[config.mk]
export PLATFORM = sky130hd
export DESIGN_NAME = zone_scan_ctrl
export DESIGN_NICKNAME = d
export VERILOG_FILES = /design/src/rtl/zone_scan_ctrl_pkg.sv /design/src/rtl/zone_trip_bank.sv /design/src/rtl/zone_scan_ctrl.sv
export SDC_FILE = /design/constraint.sdc
export NUM_CORES = 1
export LEC_CHECK = 0
export ABC_AREA = 1
export ABC_CLOCK_PERIOD_IN_PS = 1900
export CAP_MARGIN = 20
export CORE_ASPECT_RATIO = 2
export CORE_MARGIN = 5
export CORE_UTILIZATION = 26
export CTS_CLUSTER_SIZE = 8
export DETAILED_ROUTE_END_ITERATION = 12
export GPL_TIMING_DRIVEN = 0
export PLACE_DENSITY = 0.43
export REMOVE_ABC_BUFFERS = 1
export SLEW_MARGIN = 20
export SYNTH_ARGS = -nofsm -noshare
export SYNTH_HDL_FRONTEND = slang
export SYNTH_SLANG_ARGS = --single-unit
[constraint.sdc]
create_clock -name clk -period 1.9 [get_ports clk]
set_clock_uncertainty 0.05 [all_clocks]
set_input_delay 0.285 -clock clk [delete_from_list [all_inputs] [get_ports clk]]
set_output_delay 0.285 -clock clk [all_outputs]
set_load 0.02 [all_outputs]
[src/rtl/zone_scan_ctrl_pkg.sv]
// rtl/zone_scan_ctrl_pkg.sv - shared encodings and sizing helpers for the zone scan controller
package zone_scan_ctrl_pkg;

   localparam int ZONE_W    = 4;
   localparam int NUM_ZONES = 16;

   typedef enum logic [2:0] {
      ST_IDLE   = 3'd0,
      ST_SETTLE = 3'd1,
      ST_SAMPLE = 3'd2,
      ST_NEXT   = 3'd3,
      ST_ALARM  = 3'd4
   } scan_state_e;

   // Bits needed to hold 0..trip_count, i.e. ceil(log2(trip_count+1)).
   function automatic int cnt_width(input int trip_count);
      int w;
      w = 1;
      for (int i = 0; i < 31; i++) begin
         if ((1 << i) < trip_count + 1) begin
            w = i + 1;
         end
      end
      return w;
   endfunction

endpackage

[src/rtl/zone_trip_bank.sv]
// rtl/zone_trip_bank.sv - per-zone saturating consecutive-trip counters
module zone_trip_bank
   import zone_scan_ctrl_pkg::*;
#(
   parameter int TRIP_COUNT = 3
) (
   input  logic              clk,
   input  logic              rst_n,
   input  logic [ZONE_W-1:0] idx,
   input  logic              inc,
   input  logic              clr,
   input  logic              clr_all,
   output logic              hit
);

   localparam int            CW       = cnt_width(TRIP_COUNT);
   localparam logic [CW-1:0] TRIP_MAX = CW'(TRIP_COUNT);

   logic [CW-1:0] cnt_q [NUM_ZONES];
   logic [CW-1:0] cnt_d [NUM_ZONES];
   logic [CW:0]   cnt_plus;

   // Next counter values: clear-all wins, then per-index clear, then saturating increment.
   always_comb begin
      for (int i = 0; i < NUM_ZONES; i++) begin
         cnt_d[i] = cnt_q[i];
         if (clr_all) begin
            cnt_d[i] = '0;
         end else if (idx == ZONE_W'(i)) begin
            if (clr) begin
               cnt_d[i] = '0;
            end else if (inc && (cnt_q[i] != TRIP_MAX)) begin
               cnt_d[i] = cnt_q[i] + CW'(1);
            end
         end
      end
   end

   // Flag that this increment brings the selected zone to the trip threshold.
   always_comb begin
      cnt_plus = {1'b0, cnt_q[idx]} + {{CW{1'b0}}, 1'b1};
      hit      = inc && (cnt_plus >= {1'b0, TRIP_MAX});
   end

   // Counter storage.
   always_ff @(posedge clk or negedge rst_n) begin
      if (!rst_n) begin
         for (int i = 0; i < NUM_ZONES; i++) begin
            cnt_q[i] <= '0;
         end
      end else begin
         for (int i = 0; i < NUM_ZONES; i++) begin
            cnt_q[i] <= cnt_d[i];
         end
      end
   end

endmodule

[src/rtl/zone_scan_ctrl.sv]
// rtl/zone_scan_ctrl.sv - 16-zone demux scan controller with consecutive-trip alarm
module zone_scan_ctrl
   import zone_scan_ctrl_pkg::*;
#(
   parameter int DWELL      = 4,
   parameter int TRIP_COUNT = 3
) (
   input  logic        clk,
   input  logic        rst_n,
   input  logic        arm,
   input  logic [15:0] zone_mask,
   input  logic        sense,
   input  logic        alarm_ack,
   output logic [3:0]  demux_sel,
   output logic        demux_din,
   output logic        alarm,
   output logic [3:0]  alarm_zone,
   output logic [15:0] trip_map,
   output logic        scan_done
);

   // SETTLE lasts DWELL-1 cycles: dwell counter runs 0..DWELL-2.
   localparam logic [3:0] DWELL_LAST = 4'(DWELL - 2);

   scan_state_e state_q, state_d;
   logic [3:0]  dwell_q, dwell_d;
   logic [3:0]  sel_q, sel_d;
   logic        din_q, din_d;
   logic        alarm_q, alarm_d;
   logic [3:0]  alarm_zone_q, alarm_zone_d;
   logic [15:0] trip_map_q, trip_map_d;
   logic        scan_done_q, scan_done_d;

   logic        cnt_inc;
   logic        cnt_clr;
   logic        cnt_clr_all;
   logic        cnt_hit;
   logic        zone_live;

   zone_trip_bank #(
      .TRIP_COUNT (TRIP_COUNT)
   ) u_bank (
      .clk     (clk),
      .rst_n   (rst_n),
      .idx     (sel_q),
      .inc     (cnt_inc),
      .clr     (cnt_clr),
      .clr_all (cnt_clr_all),
      .hit     (cnt_hit)
   );

   assign zone_live = ~zone_mask[sel_q];

   // Next-state and registered-output logic; outputs follow the current state by one cycle.
   always_comb begin
      state_d      = state_q;
      dwell_d      = dwell_q;
      sel_d        = sel_q;
      din_d        = 1'b0;
      alarm_d      = 1'b0;
      alarm_zone_d = alarm_zone_q;
      trip_map_d   = trip_map_q;
      scan_done_d  = 1'b0;
      cnt_inc      = 1'b0;
      cnt_clr      = 1'b0;
      cnt_clr_all  = 1'b0;

      case (state_q)
         ST_IDLE: begin
            sel_d   = '0;
            dwell_d = '0;
            if (arm) begin
               state_d     = ST_SETTLE;
               trip_map_d  = '0;
               cnt_clr_all = 1'b1;
            end
         end
         ST_SETTLE: begin
            din_d = zone_live;
            if (dwell_q == DWELL_LAST) begin
               dwell_d = '0;
               state_d = ST_SAMPLE;
            end else begin
               dwell_d = dwell_q + 4'd1;
            end
         end
         ST_SAMPLE: begin
            din_d = zone_live;
            if (zone_live) begin
               cnt_inc = sense;
               cnt_clr = ~sense;
            end
            state_d = cnt_hit ? ST_ALARM : ST_NEXT;
         end
         ST_NEXT: begin
            sel_d       = sel_q + 4'd1;
            scan_done_d = (sel_q == 4'd15);
            state_d     = ST_SETTLE;
         end
         ST_ALARM: begin
            alarm_d           = 1'b1;
            alarm_zone_d      = sel_q;
            trip_map_d[sel_q] = 1'b1;
            if (alarm_ack) begin
               cnt_clr = 1'b1;
               state_d = ST_NEXT;
            end
         end
         default: begin
            state_d = ST_IDLE;
         end
      endcase

      // Disarm overrides everything except the sticky trip map.
      if (!arm) begin
         state_d     = ST_IDLE;
         sel_d       = '0;
         dwell_d     = '0;
         din_d       = 1'b0;
         alarm_d     = 1'b0;
         scan_done_d = 1'b0;
         cnt_inc     = 1'b0;
         cnt_clr     = 1'b0;
         cnt_clr_all = 1'b0;
      end
   end

   // State and output registers.
   always_ff @(posedge clk or negedge rst_n) begin
      if (!rst_n) begin
         state_q      <= ST_IDLE;
         dwell_q      <= '0;
         sel_q        <= '0;
         din_q        <= 1'b0;
         alarm_q      <= 1'b0;
         alarm_zone_q <= '0;
         trip_map_q   <= '0;
         scan_done_q  <= 1'b0;
      end else begin
         state_q      <= state_d;
         dwell_q      <= dwell_d;
         sel_q        <= sel_d;
         din_q        <= din_d;
         alarm_q      <= alarm_d;
         alarm_zone_q <= alarm_zone_d;
         trip_map_q   <= trip_map_d;
         scan_done_q  <= scan_done_d;
      end
   end

   assign demux_sel  = sel_q;
   assign demux_din  = din_q;
   assign alarm      = alarm_q;
   assign alarm_zone = alarm_zone_q;
   assign trip_map   = trip_map_q;
   assign scan_done  = scan_done_q;

endmodule
Word-level counts from Yosys, hierarchy flattened
Cells that the tools add are included.
{ "op_classes": {"mux": 98, "eq_ne": 41, "magnitude_cmp": 4, "bitwise": 4, "reduce_logical": 73, "n_addsub": 19} }
{ "op_table": {"columns": ["cell", "count"], "rows": [
  ["$mux W2", 66],
  ["$reduce_bool A3 Y1", 16],
  ["$reduce_and A2 Y1", 18],
  ["$ne A2 B2 Y1 const B", 17],
  ["$reduce_bool A2 Y1", 17],
  ["$add A2 B1 Y2 const B", 16],
  ["$eq A4 B4 Y1 const B", 8],
  ["$pmux W16 S2", 1],
  ["$logic_and A1 B1 Y1", 18],
  ["$eq A4 B3 Y1 const B", 4],
  ["$mux W1", 16],
  ["$mux W16", 1],
  ["$or A16 B16 Y16", 1],
  ["$pmux W4 S2", 2],
  ["$eq A4 B2 Y1 const B", 3],
  ["$mux W3", 4],
  ["$mux W4", 3],
  ["$pmux W3 S4", 1],
  ["$add A4 B1 Y4 const B", 2],
  ["$bmux W2 S4", 1],
  ["$eq A3 B2 Y1 const B", 2],
  ["$ne A3 B1 Y1 const B", 2],
  ["$ne A3 B3 Y1 const B", 2],
  ["$ge A5 B5 Y1 const B", 1],
  ["other kinds (15)", 17]
]} }
{ "totals": {"inputBits": 21, "out_inout_bits": 27, "register_bits": 66, "wordCells": 263} }

Longest topological paths before layout
Gate-level depths: netlist of the first run.
{ "depth": {"word_depth": 10, "depth_mapped": 15, "ltp_nobuf": 12} }

Hierarchy
From an unflattened synthesis of the first run, not the netlist that was laid out.
{ "hier_totals": {"cells_unflattened": 469, "hier_area_um2": 3701.0} }
{ "by_module_without_submodules": {"columns": ["mod", "area_per_inst_um2", "instances", "cells_each", "seq_area_each_um2"], "rows": [
  ["zone_trip_bank", 1994.4, 1, 259, 800.8],
  ["zone_scan_ctrl", 1706.6, 1, 210, 850.8]
]} }

Worst setup path after synthesis of the first run
OpenSTA, ideal clock, no wires.
{ "synth_path": {"path_type": "reg2reg", "startpoint": "register sel_q[0], in the netlist demux_sel[0]", "endpoint": "register u_bank.cnt_q[18] in the netlist's numbering", "setup_time_ns": 0.117, "stages_incl_launch_ff": 11, "path_slack_ns": 0.015, "t_required_ns": 1.733, "path_buffers": 3, "period_less_slack_ns": 1.885, "arrival_ns": 1.718, "cell_sequence": "dfrtp_1 -> buf_6 -> inv_6 -> buf_12 -> buf_2 -> ha_1 -> inv_1 -> o21ai_0 -> nand2_1 -> nand2_1 -> nand2_1"} }
{ "synth_between": {"elab_chain_cells": 8, "elab_cells_between_ends": 16, "classes_between": "eq/ne (1); mux (11); reduce/logical (4)"} }
{ "synth_lines": {"columns": ["element", "line", "rtl"], "rows": [
  ["start: declaration", "zone_scan_ctrl.sv:27", "logic [3:0] sel_q, sel_d;"],
  ["start signal: assignment", "zone_scan_ctrl.sv:142", "sel_q <= sel_d;"],
  ["$bmux W1 S4", "zone_scan_ctrl.sv:52", "assign zone_live = ~zone_mask[sel_q];"],
  ["$mux W1 (not written as such)", "zone_scan_ctrl.sv:52", null],
  ["$mux W1", "zone_scan_ctrl.sv:89", "if (zone_live) begin"],
  ["$pmux W1 S2 / $mux W1 (equally long branches)", "zone_scan_ctrl.sv:68", "case (state_q)"],
  ["$mux W1", "zone_scan_ctrl.sv:115", "if (!arm) begin"],
  ["$mux W2 / $logic_and A1 B1 Y1 (equally long branches)", "zone_trip_bank.sv:30, zone_trip_bank.sv:32", null],
  ["$mux W2 / $reduce_bool A3 Y1 (equally long branches)", null, null],
  ["$mux W2 / $reduce_and A2 Y1 (equally long branches)", null, null],
  ["end signal: indexed assignment", "zone_trip_bank.sv:53", "cnt_q[i] <= cnt_d[i];"],
  ["end: declaration", "zone_trip_bank.sv:19", "logic [CW-1:0] cnt_q [NUM_ZONES];"]
]} }
Several ways; a longest one is shown, not always the timed one. The select of a mux whose other input is x is not followed.
A chain may end at the register's enable or synchronous reset.

Final worst setup path of the first run
{ "layout_path": {"startpoint": "register sel_q[0], in the netlist demux_sel[0]", "endpoint": "register u_bank.cnt_q[13] in the netlist's numbering"} }
The elaborated chain is that of the path after synthesis.

==> results.py, run 1 <==
metrics = {
    "timing": {
        "worst_slew_pin_slew_ps": 417,
        "drv_slew": 0,
        "report.final.setup_viol": 32,
        "period_share_pct": 105,
        "max_clock_freq_ghz": 0.502,
        "setup_ws_ps": -91.5,
        "rsz0062_at_grt": "yes",
        "hold_viol_final": 0,
        "finalCriticalPeriod_ps": 1990,
        "slew_headroom_pct": 71.9,
    },
    "min_path": {
        "timing.hold.worst.class": "input pin to asynchronous set/reset pin",
    },
    "power": {
        "p_total_mw": 5.05,
        "leakage_nw": 2.88,
        "peakVddDrop_mv": 0.487,
        "powerDensity_nw_per_um2": 869,
    },
    "finish": {
        "nets": 645,
        "diodes": 0,
        "multi_input_area_um2": 2340,
        "nFillCells": 1669,
        "drive_gt1_share_pct": 24.2,
        "final-seq-area_um2": 1660,
        "area_delta_synth_final_pct": 38.9,
    },
    "status": {
        "violations": "negative setup slack",
        "status": "finished with violations",
    },
    "routing": {
        "drtAntennaViolNets": 0,
        "wl_per_cell_um": 17.6,
        "routed_wl_um": 14300,
        "viasPerCell": 4.80,
        "drt_first_iter_violations": 201,
        "drc": 0,
        "drtPass1Iterations": 4,
        "vias": 3882,
    },
    "clock_network": {
        "ctsHtreeMaxLevel": 3,
        "clk_pin_slew_ps": 60,
        "cts_root_buffer": "clkbuf_16",
        "cts.sinks": 66,
        "cts_buffer_depth": 2,
        "cts_tree": "done",
        "cts_made_buffers": 9,
        "insertion_delay_ps": 340,
    },
    "worst_setup_path": {
        "crit_arrival_ps": 2170,
        "r2r_slack_ps": -90,
        "crit_path_end_kind": "flip-flop",
        "critPathMaxFanout": 8,
        "critical_path_class": "flip-flop to flip-flop",
        "startpoint_type": "flip-flop",
        "r2r.worst_path.cells": 14,
        "r2r-end": "u_bank.cnt_q[13]",
        "r2r-start": "demux_sel[0]",
        "critical_path_required_ps": 2080,
    },
    "die": {
        "io_pins": 48,
        "coreArea_um2": 15800,
        "die_h_um": 189,
        "die_w_um": 99.7,
        "start_util_pct": 26.5,
        "dieArea_um2": 18900,
        "placementRows": 65,
    },
    "synth": {
        "synthDistinctLibCells": 39,
        "ys_seq_area_share_pct": 39.5,
        "synth_area_per_cell_um2": 7.93,
        "async_reset_ff_share_pct": 100,
        "synth_warnings": 0,
        "ys_ff_latch": 66,
        "netlist_area_um2": 4180,
        "synth-edff-count": 0,
        "netlist_instances": 527,
        "synth_flop_cell": "dfrtp_1",
    },
    "grt": {
        "grt_pass1_vias": 4204,
        "grt.total_usage_pct": 15.8,
        "grt_max_degree": 52,
        "met2_usage_pct": 30.3,
        "grt_antenna_before_repair": 0,
        "grt_overflow": 0,
        "busiest_layer": "met2",
        "grt_pass1_wl_um": 22900,
        "grt_util_met3_pct": 2.10,
        "use_met1_pct": 16.4,
    },
    "placed_design": {
        "hpwl_um": 8900,
        "io_buffers": 47,
        "place.gp.congestion": 0.783,
        "place_ws_ps": -1010,
    },
    "job": {
        "maxCapViolations": 0,
    },
}
-- state kept, by name (all words and copies together), names as in the netlist --
name / flops
state_q: 3
trip_map: 16
alarm: 1
alarm_zone: 4
dwell_q: 4
demux_din: 1
demux_sel: 4
u_bank.cnt_q: 32
scan_done: 1
-- cell families after synthesis --
family / share of synthesized area (%)
compound gates: 6.82
xor+xnor: 0.210
fa+ha+maj: 6.58
buf+inv: 12.4
flops: 39.5
simple gates: 34.5
-- cell usage after synthesis (6+ instances only) --
cell | n | share of area [%]
nand2_1 | 139 | 12
inv_1 | 72 | 6.5
dfrtp_1 | 66 | 40
nand4_1 | 39 | 5.8
nand3_1 | 36 | 4.3
nor2_1 | 28 | 2.5
ha_1 | 22 | 6.6
o21ai_0 | 22 | 2.6
a31oi_1 | 12 | 1.8
a21oi_1 | 10 | 1.2
clkinv_1 | 10 | 0.90
nand4_2 | 10 | 3.0
inv_2 | 8 | 0.72
buf_6 | 7 | 1.9
nand2_2 | 6 | 0.90
-- metal layers --
layer  vias up  part of all wire (%)
met5         -                     0
li1       1877                     -
met3        29                   2.5
met1      1908                    37
met4         0                   3.7
met2        68                    57
-- placed cells by master, fill, tap and decap left out, types with 3 or more instances in the layout --
cell type / count
dfrtp_1: 62
nand4_2: 3
buf_6: 3
nand3_1: 17
nand2_8: 3
o21ai_0: 17
nor2_4: 8
nand4_4: 7
o21ai_1: 6
clkdlybuf4s50_1: 45
nand3_2: 21
nor3_1: 4
buf_4: 18
a31oi_1: 12
buf_12: 5
nand4_1: 39
a21oi_1: 9
nand2_2: 26
inv_2: 5
nand2_4: 7
clkbuf_16: 9
inv_6: 3
clkinv_1: 9
inv_1: 72
nand2_1: 113
nor2_1: 26
ha_1: 21
-- cell type report --
class | count | share of cell area, %
flip-flops and latches | 66 | 28.6
multi-input cells | 354 | 40.4
repair inverters | 3 | 0.625
inverters | 92 | 6.85
clock inverters | 6 | 1.12
repair buffers | 76 | 14.0
clock buffers | 10 | 4.12
well taps | 201 | 4.33
-- worst max-delay path, cell delays in order, from the launching register on --
cell     delay, ps
dfrtp_4        490
buf_12         170
inv_16          70
nand2_4         40
nand3_2         60
nand2_2         70
nand2_4         80
nand2_4         70
nor2_8         190
buf_12         160
nand4_1        110
nand3_1        120
nand2_1         70
nand2_1         70
nand2_1         50
-- worst max path at each step --
stage / startpoint / endpoint / slack (ps) / depth (start not counted)
after floorplan: demux_sel[0] / u_bank.cnt_q[0] / -210 / 12
after detailed placement: demux_sel[0] / u_bank.cnt_q[20] / -1010 / 12
after global placement: rst_n / u_bank.cnt_q[20] / -2050 / 1
after global routing: demux_sel[0] / u_bank.cnt_q[14] / -190 / 14
after CTS: demux_sel[0] / u_bank.cnt_q[13] / -60 / 14
final: demux_sel[0] / u_bank.cnt_q[13] / -90 / 14
-- through the flow --
step	std cells	setup TNS, ps	util, %	hold slack [ps]	area (um^2)
5_1_grt	808	-4470	36.8	331	5810
3_5_place_dp	759	-34180	30.2	126	4760
4_1_cts	803	-729	36.1	309	5700
3_3_place_gp	758	-169300	30.0	424	4740
2_1_floorplan	510	-6670	-	-60.6	4010
6_report	808	-1170	36.8	301	5810
-- where the power goes --
part	switching, mW	total, mW	internal (mW)
clock	0.685	1.74	1.05
combinational	1.11	1.67	0.564
sequential	0.112	1.64	1.53
-- repair_timing --
item / 4_1_cts / 5_1_grt
gates resized for setup: 88 / 20
endpoints found under the hold margin: 15 / 0
gates cloned: 6 / 0
hold buffers: 1 / 0
pin swaps: 17 / 13
setup endpoints to repair: 55 / 36
buffers inserted: 21 / 5
Note: power is estimated with default switching activity, not from simulation.
==> run 2: changes to the inputs <==
--- a/config.mk
+++ b/config.mk
@@ -14,9 +14,10 @@
 export CTS_CLUSTER_SIZE = 8
 export DETAILED_ROUTE_END_ITERATION = 12
 export GPL_TIMING_DRIVEN = 0
-export PLACE_DENSITY = 0.43
+export PLACE_DENSITY = 0.44
 export REMOVE_ABC_BUFFERS = 1
 export SLEW_MARGIN = 20
 export SYNTH_ARGS = -nofsm -noshare
 export SYNTH_HDL_FRONTEND = slang
+export SYNTH_HIERARCHICAL = 1
 export SYNTH_SLANG_ARGS = --single-unit
==> results.py, run 2 <==
metrics = {
    "status": {
        "status": "finished with violations",
        "violations": "negative setup slack",
    },
    "timing": {
        "report.final.setup_viol": 35,
        "slew_headroom_pct": 57.4,
        "drv_slew": 0,
        "finalCriticalPeriod_ps": 2230,
        "worst_slew_pin_slew_ps": 638,
        "max_clock_freq_ghz": 0.448,
        "setup_ws_ps": -334,
        "rsz0062_at_grt": "yes",
        "hold_viol_final": 0,
        "period_share_pct": 118,
    },
    "synth": {
        "synth-edff-count": 0,
        "synth_warnings": 6,
        "ys_ff_latch": 66,
        "synth_area_leader_cell": "dfrtp_1",
        "synth_flop_cell": "dfrtp_1",
        "netlist_instances": 469,
        "synth_area_per_cell_um2": 7.89,
        "synth_top_cell_area_share_pct": 44.6,
        "synthDistinctLibCells": 32,
        "synth.area.top_cells": "dfrtp_1 (45%), nand2_1 (13%), ha_1 (7.4%)",
        "async_reset_ff_share_pct": 100,
        "netlist_area_um2": 3700,
        "ys_seq_area_share_pct": 44.6,
        "synth_commonest_cells": "nand2_1 (124), dfrtp_1 (66), nor2_1 (65), inv_1 (40), nand3_1 (33)",
        "synth_most_common_cell": "nand2_1",
    },
    "job": {
        "maxCapViolations": 0,
    },
    "routing": {
        "viasPerCell": 4.64,
        "wl_per_cell_um": 15.5,
        "drt_first_iter_violations": 135,
        "routed_wl_um": 11600,
        "drc": 0,
        "drtPass1Iterations": 4,
        "drtAntennaViolNets": 0,
        "vias": 3459,
    },
    "power": {
        "leakage_nw": 2.55,
        "switchingPower_mw": 1.39,
        "p_total_mw": 4.49,
        "p_seq_share_pct": 33.6,
        "p_sw_share_pct": 30.9,
        "powerDensity_nw_per_um2": 837,
        "peakVddDrop_mv": 0.449,
        "power_frac_clock_pct": 42.8,
        "p_int_mw": 3.10,
        "comb_power_share_pct": 23.6,
    },
    "worst_setup_path": {
        "endpoint": "u_bank/cnt_q[26]",
        "crit_arrival_ps": 2440,
        "r2r_slack_ps": -330,
        "critPathMaxFanout": 6,
        "r2r-start": "demux_sel[0]",
        "r2r-end": "u_bank/cnt_q[26]",
        "r2r.worst_path.cells": 14,
        "startpoint_type": "flip-flop",
        "crit_path_end_kind": "flip-flop",
        "cp-startpoint": "demux_sel[0]",
        "critical_path_required_ps": 2100,
        "critical_path_class": "flip-flop to flip-flop",
    },
    "finish": {
        "final_common_cell": "nand2_1",
        "nets": 595,
        "diodes": 0,
        "area_delta_synth_final_pct": 44.9,
        "regMostFlops": "u_bank/cnt_q",
        "drive_gt1_share_pct": 24.4,
        "largest_reg_flops": 32,
        "layout_common_cells": "nand2_1 (114), dfrtp_1 (62), nor2_1 (52)",
        "fin_area_um2": 5360,
    },
    "grt": {
        "grt_overflow": 0,
        "grt.total_usage_pct": 14.4,
        "grt_antenna_before_repair": 0,
        "grt_pass1_vias": 3566,
        "grt_max_degree": 55,
        "grt_pass1_wl_um": 18300,
    },
    "die": {
        "dieArea_um2": 16900,
        "coreArea_um2": 14000,
        "io_pins": 48,
        "die_h_um": 179,
        "placementRows": 61,
        "die_w_um": 94.4,
        "start_util_pct": 26.5,
    },
    "min_path": {
        "timing.hold.worst.class": "input pin to asynchronous set/reset pin",
    },
    "clock_network": {
        "cts_made_buffers": 9,
        "clk_pin_slew_ps": 60,
        "insertion_delay_ps": 340,
        "cts_buffer_depth": 2,
        "cts_root_buffer": "clkbuf_16",
        "ctsHtreeMaxLevel": 3,
        "cts_tree": "done",
        "cts.sinks": 66,
    },
    "placed_design": {
        "place.gp.congestion": 0.808,
        "hpwl_um": 7700,
        "io_buffers": 47,
        "dpl_cell_area_um2": 4370,
    },
}
[run 2: worst max-delay path, stage by stage, from the launching register on]
cell and delay [ps]:
dfrtp_4 540, buf_6 160, nor2_4 90, nor2_1 40, nand2_1 50, nand2_1 60, a21oi_2 180, nand2_2 100
nor2_4 120, buf_6 140, buf_12 110, inv_8 40, o21ai_1 180, nand3_1 140, o21ai_0 150
[run 2: cell families (layout without fill, tap and decap cells)]
| family | count (synthesis) | after routing | share of synthesized area (%) |
|---|---|---|---|
| AO/OA/AOI/OAI | 79 | 79 | 12.9 |
| flip-flops | 66 | 66 | 44.6 |
| adder cells (fa/ha/maj) | 22 | 22 | 7.44 |
| AND/OR/NAND/NOR | 244 | 245 | 27.9 |
| XOR/XNOR | 2 | 2 | 0.473 |
| buffers and inverters | 56 | 143 | 6.66 |
[run 2: power by group through the flow]
stage	Clock (mW)	Sequential, mW	Combinational [mW]
after floorplan	0	1.54	0.470
after global placement	0	1.55	0.749
after detailed placement	0	1.56	0.770
after CTS	1.97	1.51	1.00
after global routing	2.03	1.51	1.17
final	1.92	1.51	1.06
[run 2: cell type report]
type,count,area (um^2)
inverters,47,203
fillers,1443,8600
repair inverters,2,22.5
multi-input cells,348,2130
repair buffers,78,769
clock buffers,10,229
flip-flops and latches,66,1660
well taps,189,236
clock inverters,6,114
[run 2: worst min-delay path by stage]
stage,start,endpoint,depth (start not counted)
after floorplan,rst_n,alarm,0
after global placement,u_bank/cnt_q[30],u_bank/cnt_q[30],1
after detailed placement,rst_n,dwell_q[2],1
after CTS,rst_n,dwell_q[2],2
after global routing,rst_n,dwell_q[2],2
final,rst_n,dwell_q[2],2
[run 2: metrics by stage]
step	setup TNS (ps)	instances	setup slack, ps	hold WS, ps	utilization (%)
floorplan	-16500	460	-552	-60.6	-
global placement	-178680	696	-1880	419	31.1
detailed placement	-48150	697	-1410	108	31.3
CTS	-7140	743	-289	294	36.7
global route	-12270	746	-475	310	38.4
finish	-7340	746	-334	299	38.4
[run 2: timing repair]
action / CTS / global route
gates resized for setup: 61 / 57
gates cloned: 3 / 0
setup buffers: 26 / 3
pin swaps: 11 / 9
hold endpoints to repair: 12 / 0
hold buffers: 1 / 0
endpoints found under the setup margin: 50 / 35
[run 2: routing by layer]
| layer | vias up | share of wire, % | GRT usage [%] |
|---|---|---|---|
| met4 | 0 | 3.8 | 9.22 |
| met2 | 70 | 57 | 27.4 |
| li1 | 1713 | - | - |
| met5 | - | 0 | 0 |
| met3 | 22 | 3.2 | 2.39 |
| met1 | 1654 | 36 | 13.7 |
==> run 3: changes to the inputs <==
--- a/config.mk
+++ b/config.mk
@@ -16,6 +16,7 @@
 export GPL_TIMING_DRIVEN = 0
 export PLACE_DENSITY = 0.44
 export REMOVE_ABC_BUFFERS = 1
+export SKIP_LAST_GASP = 1
 export SLEW_MARGIN = 20
 export SYNTH_ARGS = -nofsm -noshare
 export SYNTH_HDL_FRONTEND = slang
==> results.py, run 3 (same netlist as run 2, synthesis figures left out) <==
metrics = {
    "timing": {
        "worst_slew_pin_slew_ps": 639,
        "hold_ws_ps": 298,
        "max_clock_freq_ghz": 0.448,
        "period_share_pct": 117,
        "slew_headroom_pct": 57.3,
        "report.final.setup_viol": 35,
        "setup_ws_ps": -332,
        "finalCriticalPeriod_ps": 2230,
        "drv_slew": 0,
        "hold_viol_final": 0,
        "rsz0062_at_grt": "yes",
    },
    "finish": {
        "area_delta_synth_final_pct": 44.2,
        "largest_reg_flops": 32,
        "regMostFlops": "u_bank/cnt_q",
        "nets": 595,
        "diodes": 0,
        "final_common_cell": "nand2_1",
        "layout_common_cells": "nand2_1 (115), dfrtp_1 (62), nor2_1 (53)",
        "nFillCells": 1439,
        "drive_gt1_share_pct": 23.2,
        "final_cells": 746,
    },
    "power": {
        "leakage_nw": 2.54,
        "peakVddDrop_mv": 0.451,
        "p_total_mw": 4.49,
        "powerDensity_nw_per_um2": 841,
    },
    "grt": {
        "use_met1_pct": 13.7,
        "grt_pass1_vias": 3566,
        "grt_antenna_before_repair": 0,
        "grt.total_usage_pct": 14.4,
        "grt_max_degree": 55,
        "met2_usage_pct": 27.4,
        "grt_util_met3_pct": 2.39,
        "busiest_layer": "met2",
        "grt_overflow": 0,
        "grt_pass1_wl_um": 18300,
    },
    "worst_setup_path": {
        "critical_path_required_ps": 2110,
        "r2r-end": "u_bank/cnt_q[26]",
        "r2r-start": "demux_sel[0]",
        "critPathMaxFanout": 6,
        "critical_path_class": "flip-flop to flip-flop",
        "crit_path_end_kind": "flip-flop",
        "startpoint_type": "flip-flop",
        "crit_arrival_ps": 2440,
        "r2r_slack_ps": -330,
        "r2r.worst_path.cells": 14,
    },
    "die": {
        "dieArea_um2": 16900,
        "io_pins": 48,
        "placementRows": 61,
        "die_w_um": 94.4,
        "die_h_um": 179,
        "coreArea_um2": 14000,
        "start_util_pct": 26.5,
    },
    "clock_network": {
        "cts_tree": "done",
        "cts_made_buffers": 9,
        "cts.sinks": 66,
        "cts_root_buffer": "clkbuf_16",
        "cts_buffer_depth": 2,
        "ctsHtreeMaxLevel": 3,
        "clk_pin_slew_ps": 60,
        "insertion_delay_ps": 340,
    },
    "status": {
        "status": "finished with violations",
        "violations": "negative setup slack",
    },
    "job": {
        "maxCapViolations": 0,
    },
    "routing": {
        "drtAntennaViolNets": 0,
        "vias": 3459,
        "drtPass1Iterations": 4,
        "drc": 0,
        "wl_per_cell_um": 15.5,
        "viasPerCell": 4.64,
        "drt_first_iter_violations": 140,
        "routed_wl_um": 11500,
    },
    "placed_design": {
        "place_ws_ps": -1410,
        "place.gp.congestion": 0.808,
        "hpwl_um": 7700,
        "placed_cells": 697,
        "io_buffers": 47,
    },
    "min_path": {
        "timing.hold.worst.class": "input pin to asynchronous set/reset pin",
    },
}
[run 3: layout make-up]
class	instances	area (um^2)	area share (%)
Multi-Input combinational cell	348	2100	39.4
Sequential cell	66	1660	31.1
Timing Repair Buffer	78	769	14.4
Tap cell	189	236	4.43
Clock buffer	10	229	4.29
Inverter	47	200	3.75
Clock inverter	6	114	2.13
Timing Repair inverter	2	22.5	0.422
[run 3: what timing repair did]
| action | in CTS | in global routing |
|---|---|---|
| hold endpoints to repair | 12 | 0 |
| setup buffers | 26 | 3 |
| setup endpoints to repair | 50 | 35 |
| hold buffers | 1 | 0 |
| cloned | 3 | 0 |
| resized for setup | 60 | 43 |
| pin swaps | 11 | 9 |
[run 3: through the flow]
step           cell area, um^2  setup TNS (ps)  util [%]
2_1_floorplan             3630          -16500         -
3_3_place_gp              4340         -178680      31.1
3_5_place_dp              4370          -48150      31.3
4_1_cts                   5130           -7140      36.7
5_1_grt                   5340          -13060      38.2
6_report                  5340           -7820      38.2
[run 3: how the worst max path moves through the flow]
stage | from | endpoint | depth (start not counted)
after floorplan | demux_sel[0] | u_bank/cnt_q[0] | 12
after global placement | rst_n | u_bank/cnt_q[6] | 1
after detailed placement | demux_sel[0] | u_bank/cnt_q[0] | 12
after CTS | demux_sel[0] | u_bank/cnt_q[30] | 16
after global routing | demux_sel[0] | u_bank/cnt_q[26] | 14
final | demux_sel[0] | u_bank/cnt_q[26] | 14
[run 3: critical path, stage by stage, from the launching register on]
cell and delay [ps]:
dfrtp_4 540, buf_6 160, nor2_4 90, nor2_1 40, nand2_1 50, nand2_1 60, a21oi_2 180, nand2_2 100
nor2_4 120, buf_6 140, buf_12 110, inv_8 40, o21ai_1 180, nand3_1 140, o21ai_0 150
[run 3: power breakdown]
| group | leakage, nW | switching, mW | internal (mW) |
|---|---|---|---|
| sequential | 0.911 | 0.0512 | 1.46 |
| clock | 0.159 | 0.639 | 1.29 |
| combinational | 1.47 | 0.694 | 0.357 |
| total | 2.54 | 1.38 | 3.10 |
[run 3: per-layer routing]
metal | wire, um | share of wire, %
met3 | 377 | 3.3
met2 | 6590 | 57
met5 | 0 | 0
met4 | 464 | 4.0
met1 | 4110 | 36
